File: config.mk
export PLATFORM = sky130hd
export DESIGN_NAME = mem_port_arbiter
export DESIGN_NICKNAME = d
export VERILOG_FILES = /design/src/rtl/mem_port_arbiter.sv
export SDC_FILE = /design/constraint.sdc
export NUM_CORES = 1
export LEC_CHECK = 0
export ABC_AREA = 1
export CORE_MARGIN = 2
export CORE_UTILIZATION = 39
export DETAILED_ROUTE_END_ITERATION = 10
export PLACE_DENSITY = 0.77
export REMOVE_ABC_BUFFERS = 1
export SLEW_MARGIN = 15
export SYNTH_ARGS = -nofsm -noshare
export SYNTH_HDL_FRONTEND = slang
export SYNTH_SLANG_ARGS = --single-unit
File: constraint.sdc
create_clock -name clk -period 1.35 [get_ports clk]
set_input_delay 0.27 -clock clk [delete_from_list [all_inputs] [get_ports clk]]
set_output_delay 0.27 -clock clk [all_outputs]
set_load 0.02 [all_outputs]
File: src/rtl/mem_port_arbiter.sv
// mem_port_arbiter: shares one external memory port between instruction fetch
// and the data load/store path. One transaction is in flight at a time; ties are
// broken by alternating against the last grant, and a watchdog aborts
// transactions the bus never acknowledges.
//
// Ports:
//   clk, rst                         clock, synchronous active-high reset
//   if_req/if_addr                   fetch request and address
//   if_rdata/if_ack/if_err           fetch response (one-cycle ack/err pulse)
//   d_req/d_we/d_be/d_addr/d_wdata   data request and payload
//   d_rdata/d_ack/d_err              data response (one-cycle ack/err pulse)
//   bus_req/bus_we/bus_be/bus_addr/bus_wdata  registered bus request
//   bus_rdata/bus_ack                bus response
module mem_port_arbiter #(
  parameter int unsigned XLEN    = 32,
  parameter int unsigned TIMEOUT = 255
) (
  input  logic            clk,
  input  logic            rst,
  input  logic            if_req,
  input  logic [XLEN-1:0] if_addr,
  output logic [XLEN-1:0] if_rdata,
  output logic            if_ack,
  output logic            if_err,
  input  logic            d_req,
  input  logic            d_we,
  input  logic [3:0]      d_be,
  input  logic [XLEN-1:0] d_addr,
  input  logic [XLEN-1:0] d_wdata,
  output logic [XLEN-1:0] d_rdata,
  output logic            d_ack,
  output logic            d_err,
  output logic            bus_req,
  output logic            bus_we,
  output logic [3:0]      bus_be,
  output logic [XLEN-1:0] bus_addr,
  output logic [XLEN-1:0] bus_wdata,
  input  logic [XLEN-1:0] bus_rdata,
  input  logic            bus_ack
);

  localparam int unsigned CW = $clog2(TIMEOUT + 1);

  typedef enum logic [1:0] {S_IDLE, S_BUS, S_RESP} state_t;

  // owner / last_grant encoding: 0 = fetch, 1 = data
  state_t          state, state_d;
  logic            owner_q, owner_d;
  logic            last_q, last_d;
  logic [CW-1:0]   cnt_q, cnt_d;
  logic            grant_data;

  logic            bus_req_d, bus_we_d;
  logic [3:0]      bus_be_d;
  logic [XLEN-1:0] bus_addr_d, bus_wdata_d;
  logic            if_ack_d, if_err_d, d_ack_d, d_err_d;
  logic [XLEN-1:0] if_rdata_d, d_rdata_d;

  // State and all registered outputs
  always_ff @(posedge clk) begin
    if (rst) begin
      state     <= S_IDLE;
      owner_q   <= 1'b0;
      last_q    <= 1'b0;
      cnt_q     <= '0;
      bus_req   <= 1'b0;
      bus_we    <= 1'b0;
      bus_be    <= 4'h0;
      bus_addr  <= '0;
      bus_wdata <= '0;
      if_ack    <= 1'b0;
      if_err    <= 1'b0;
      d_ack     <= 1'b0;
      d_err     <= 1'b0;
      if_rdata  <= '0;
      d_rdata   <= '0;
    end else begin
      state     <= state_d;
      owner_q   <= owner_d;
      last_q    <= last_d;
      cnt_q     <= cnt_d;
      bus_req   <= bus_req_d;
      bus_we    <= bus_we_d;
      bus_be    <= bus_be_d;
      bus_addr  <= bus_addr_d;
      bus_wdata <= bus_wdata_d;
      if_ack    <= if_ack_d;
      if_err    <= if_err_d;
      d_ack     <= d_ack_d;
      d_err     <= d_err_d;
      if_rdata  <= if_rdata_d;
      d_rdata   <= d_rdata_d;
    end
  end

  // Next-state and next-output logic
  always_comb begin
    state_d     = state;
    owner_d     = owner_q;
    last_d      = last_q;
    cnt_d       = cnt_q;
    grant_data  = 1'b0;
    bus_req_d   = bus_req;
    bus_we_d    = bus_we;
    bus_be_d    = bus_be;
    bus_addr_d  = bus_addr;
    bus_wdata_d = bus_wdata;
    if_ack_d    = 1'b0;
    if_err_d    = 1'b0;
    d_ack_d     = 1'b0;
    d_err_d     = 1'b0;
    if_rdata_d  = if_rdata;
    d_rdata_d   = d_rdata;

    unique case (state)
      S_IDLE: begin
        if (if_req || d_req) begin
          // Data wins when alone, or on a tie if fetch was granted last
          grant_data = d_req && (!if_req || !last_q);
          owner_d    = grant_data;
          last_d     = grant_data;
          cnt_d      = '0;
          bus_req_d  = 1'b1;
          if (grant_data) begin
            bus_we_d    = d_we;
            bus_be_d    = d_be;
            bus_addr_d  = d_addr;
            bus_wdata_d = d_wdata;
          end else begin
            bus_we_d    = 1'b0;
            bus_be_d    = 4'hF;
            bus_addr_d  = if_addr;
            bus_wdata_d = '0;
          end
          state_d = S_BUS;
        end
      end

      S_BUS: begin
        if (bus_ack) begin
          // An ack on the final watchdog cycle still completes as OK
          bus_req_d = 1'b0;
          state_d   = S_RESP;
          if (owner_q) begin
            d_ack_d   = 1'b1;
            d_rdata_d = bus_we ? '0 : bus_rdata;
          end else begin
            if_ack_d   = 1'b1;
            if_rdata_d = bus_rdata;
          end
        end else if (cnt_q >= CW'(TIMEOUT - 1)) begin
          // This edge is the TIMEOUT-th bus cycle without an ack
          bus_req_d = 1'b0;
          state_d   = S_RESP;
          if (owner_q) begin
            d_err_d   = 1'b1;
            d_rdata_d = '0;
          end else begin
            if_err_d   = 1'b1;
            if_rdata_d = '0;
          end
        end else begin
          cnt_d = cnt_q + CW'(1);
        end
      end

      S_RESP: begin
        state_d = S_IDLE;
      end

      default: begin
        state_d   = S_IDLE;
        bus_req_d = 1'b0;
      end
    endcase
  end

endmodule

**Yosys cells after proc, flatten, opt, wreduce, memory -nomap -nowiden**

Index checks and enable logic that the tools add are counted.

- Register bits after elaboration: 149
- Output and inout bits: 138
- Word-level logic and storage cells: 70

- Add/subtract/negate cells: 1
- Order comparisons: 1
- Equality and inequality tests: 6
- Mux-type cells: 27
- Bitwise operators: 5
- Reductions and logical operators: 16

Operators by type and width:

| kind | count |
|---|---|
| $mux W32 | 11 |
| $mux W8 | 3 |
| $pmux W8 S2 | 1 |
| $reduce_and A3 Y1 | 3 |
| $add A8 B1 Y8 const B | 1 |
| $ge A8 B8 Y1 const B | 1 |
| $mux W1 | 6 |
| $mux W2 | 3 |
| $ne A2 B2 Y1 const B | 3 |
| $not A1 Y1 | 5 |
| $mux W4 | 1 |
| $pmux W2 S2 | 1 |
| $reduce_and A2 Y1 | 2 |
| $reduce_and A4 Y1 | 1 |
| $reduce_bool A2 Y1 | 2 |
| $reduce_or A4 Y1 | 1 |
| $ne A3 B3 Y1 const B | 1 |
| $pmux W1 S3 | 1 |
| $reduce_or A3 Y1 | 1 |
| $eq A2 B1 Y1 const B | 1 |
| $eq A2 B2 Y1 const B | 1 |
| $logic_not A1 Y1 | 2 |
| $logic_not A2 Y1 | 1 |
| $logic_or A1 B1 Y1 | 2 |
| $logic_and A1 B1 Y1 | 1 |

**Longest topological paths before layout**

- Depth in word-level cells: 4
- Mapped depth: 11

**Worst setup path after synthesis**

Ideal clock, no wire load.

- Path kind: register to register
- Start point: reg cnt_q[1]
- End point: reg d_rdata[24]
- Setup time: 128 ps
- Arrival: 1,322 ps
- Slack: -99 ps
- Stages on the path, launching flop included: 11
- Path buffers: 2
- Path through: dfxtp_1 > ha_1 > nor2_1 > nor2_1 > nand2_2 > nand2_4 > buf_6 > buf_6 > nand4_1 > nand2_1 > nor2_1

- Word-level cells in the longest chain between the ends: 3

RTL lines:

| what | line | RTL |
|---|---|---|
| start: declaration | 50 | `logic [CW-1:0] cnt_q, cnt_d;` |
| start signal: assignment | 81 | `cnt_q <= cnt_d;` |
| $ge A8 B8 Y1 | 151 | `end else if (cnt_q >= CW'(TIMEOUT - 1)) begin` |
| $reduce_bool A2 Y1 (no line) | n/a |  |
| $reduce_and A3 Y1 (no line) | n/a |  |
| end signal: assignment | 92 | `d_rdata <= d_rdata_d;` |
| end: declaration | 30 | `output logic [XLEN-1:0] d_rdata,` |

No other way between the ends.
A chain may end at the register's enable or synchronous reset.

**Worst setup path in the final report**

- Start point: reg cnt_q[0]
- End point: reg if_rdata[31]

- Word-level cells in the longest chain between the ends: 3

RTL lines:

| what | line | RTL |
|---|---|---|
| $ge A8 B8 Y1 | 151 |  |
| $reduce_bool A2 Y1 (no line) | n/a |  |
| $reduce_and A3 Y1 (no line) | n/a |  |
| end signal: assignment | 91 | `if_rdata <= if_rdata_d;` |
| end: declaration | 22 | `output logic [XLEN-1:0] if_rdata,` |

No other way between the ends.

==> flow_metrics.tcl <==
set metrics [dict create \
    cpMaxStageDelayCell "dfxtp_2" \
    cts_buffers 17 \
    timing.final.crit_share_pct 114 \
    reg2reg_from "cnt_q[0]" \
    synthCells 977 \
    combPwrFrac_pct 22.2 \
    area_delta_synth_final_pct 65.8 \
    antenna_found_initial 2 \
    cts_sinks 149 \
    grt_pass1_vias 7105 \
    swShare_pct 29.1 \
    leakage_nw 4.75 \
    drv_cap 0 \
    synth_area_per_cell_um2 6.80 \
    vias 7571 \
    slew_violations 0 \
    wl_met3_um 2420 \
    die_w_um 135 \
    cp-startpoint "cnt_q[0]" \
    ant_nets 0 \
    io_pins 276 \
    cpMostUsedCell "nor2_4" \
    endpoint "if_rdata[31]" \
    violations "negative setup slack" \
    end_kind "register" \
    cp_cell_sequence "inv_2 > ha_4 > nor2_4 > nor2_4 > nand2_2 > nand2_4 > clkbuf_16 > buf_8 > nand4_1 > nand2_1 > nor2_1" \
    gr-total-overflow 0 \
    total_power_mw 12.9 \
    final_common_cell "nand2_1" \
    grt_pass1_wl_um 35200 \
    synth_seq_cells 149 \
    hpwl_um 14900 \
    yosys_warnings 0 \
    power.internal_mw 9.16 \
    worst_slack_ns -0.195 \
    ctsRootBufferMaster "clkbuf_16" \
    min_period_ns 1.54 \
    fin_worst_skew_ns 0.00645 \
    vias_per_cell 5.02 \
    synth_area_mm2 0.00665 \
    finalHoldViolations 0 \
    tightest_slew_ns 0.403 \
    cp.required_ns 1.70 \
    cts_tree "done" \
    fmax_mhz 647 \
    clockBufferDepth 2 \
    topRoutingLayerUsed "met4" \
    met1Wirelength_um 8990 \
    p_per_area_mw_per_mm2 1170 \
    grt_max_degree 65 \
    p_switching_mw 3.76 \
    routed_wl_um 23700 \
    insertion_delay_ns 0.42 \
    outcome "finished with violations" \
    drt_iter0_drc 479 \
    mostFrequentLayoutCells "nand2_1, dfxtp_1, clkdlybuf4s50_1" \
    layout.cells.non_filler 1508 \
    synth_edf_count 0 \
    p_seq_share_pct 37.5 \
    critPathMaxFanout 7 \
    dieArea_mm2 0.0181 \
    gp_congestion 0.819 \
    drt_pre_antenna_iters 5 \
    min_path_type "input port to register" \
    path_class "register to register" \
    core_mm2 0.0166 \
    synth.distinct_cells 26 \
    ys.flop_type "dfxtp_1" \
    wl_per_cell_um 15.7 \
    rsz0062_at_grt "true" \
    dr_wl_met2_um 11900 \
    cp-start-kind "register" \
    clockPowerShare_pct 40.3 \
    arrival_ns 1.90 \
    reg2regPathDepth 11 \
    finalSetupViolCount 75 \
    drive_above_1_share_pct 22.9 \
    fp.dieH_um 135 \
    port_buffers 275 \
    fin_nets 1414 \
    start_util_pct 39.9 \
    slew_headroom_pct 73.1 \
    h-tree-depth 4 \
    ir_drop_mv 0.824 \
    dp_cells 1455 \
    async_flop_share_pct 0 \
    max_stage_delay_ns 0.33 \
    rrSetupSlack_ns -0.19 \
    yosysSeqAreaShare_pct 44.9 \
    rows 47 \
    grtUsageTotal_pct 24.4 \
    drc 0 \
    timing.hold.ws_ns 0.173 \
    regToRegEndpoint "if_rdata[31]" \
    path_clk_slew_ns 0.06 \
]
stage by stage:
| stage | setup slack (ns) | util (%) | TNS, ns | instance area, µm² |
|---|---|---|---|---|
| after floorplan | -1.97 | - | -178.03 | 6300 |
| after global placement | -0.343 | 59.8 | -32.24 | 9950 |
| after detailed placement | -0.388 | 59.8 | -38.44 | 9950 |
| after CTS | -0.190 | 65.3 | -9.41 | 10900 |
| after global routing | -0.284 | 66.2 | -18.04 | 11000 |
| final | -0.195 | 66.2 | -10.24 | 11000 |
state kept, by name, indices dropped and copies added (netlist names):
name and count:
d_err 1, bus_req 1, if_rdata 32, cnt_q 8
bus_we 1, bus_be 4, d_rdata 32, if_ack 1
if_err 1, bus_wdata 32, d_ack 1, bus_addr 32
state 2, last_q 1
how the worst min path moves through the flow:
stage,from,to,slack [ns],cells after the start
2_1_floorplan,rst,bus_req,0.34,1
3_3_place_gp,cnt_q[7],cnt_q[7],0.44,2
3_5_place_dp,cnt_q[7],cnt_q[7],0.44,2
4_1_cts,rst,d_rdata[4],0.15,2
5_1_grt,rst,state[1],0.16,2
6_report,rst,d_rdata[4],0.17,2
layer usage:
metal / vias up / GRT usage, %
li1: 3710 / -
met1: 3457 / 27.7
met2: 374 / 42.3
met3: 30 / 8.48
met4: 0 / 9.30
met5: - / 0
critical path, delay by kind of cell (launching register included):
kind                       cells  cell delay, ns
DFF                            1            0.33
adders and majority gates      1            0.15
and+or+nand+nor                7            0.59
buffers and inverters          3            0.40
cell families (layout without fill, tap and decap cells):
logic type	count (synthesis)	count (layout)	synth area share, %
buf+inv	188	497	11.8
compound gates	113	113	9.15
fa+ha+maj	2	2	0.377
flops	149	149	44.9
other cells	0	1	0
simple gates	525	526	33.8
repair_timing:
action | 4_1_cts | 5_1_grt
hold buffers | 0 | 0
setup endpoints to repair | 261 | 176
setup buffers | 2 | 3
gates resized for setup | 398 | 97
cloned | 3 | 12
pin swaps | 9 | 29
synthesized netlist by cell type, types with 3 or more instances:
cell type | number | area [µm²]
nor2_1 | 85 | 319
nand3_1 | 39 | 195
dfxtp_1 | 149 | 2980
a21oi_1 | 40 | 200
nor3_1 | 4 | 20.0
nand4_1 | 66 | 413
buf_6 | 6 | 67.6
clkbuf_1 | 38 | 143
o21ai_1 | 3 | 15.0
nand2_1 | 319 | 1200
o21ai_0 | 37 | 185
inv_2 | 3 | 11.3
buf_2 | 27 | 135
inv_1 | 111 | 417
a31oi_1 | 32 | 200
area by class of cell:
cell class	instances	area, µm²
clock buffer	17	425
clock inverter	15	215
fill	1410	5630
timing repair buffer	349	3620
multi-input combinational	641	3050
tap	220	275
antenna	1	2.50
sequential	149	2990
inverter	116	438
power groups by stage:
stage	clock network (mW)	registers, mW	logic [mW]
floorplan	0	5.27	0.817
global placement	0	4.92	2.71
detailed placement	0	4.93	2.74
CTS	5.28	4.84	2.71
global route	5.47	4.87	3.09
finish	5.20	4.84	2.87
Note: power is estimated with default switching activity, not from simulation.
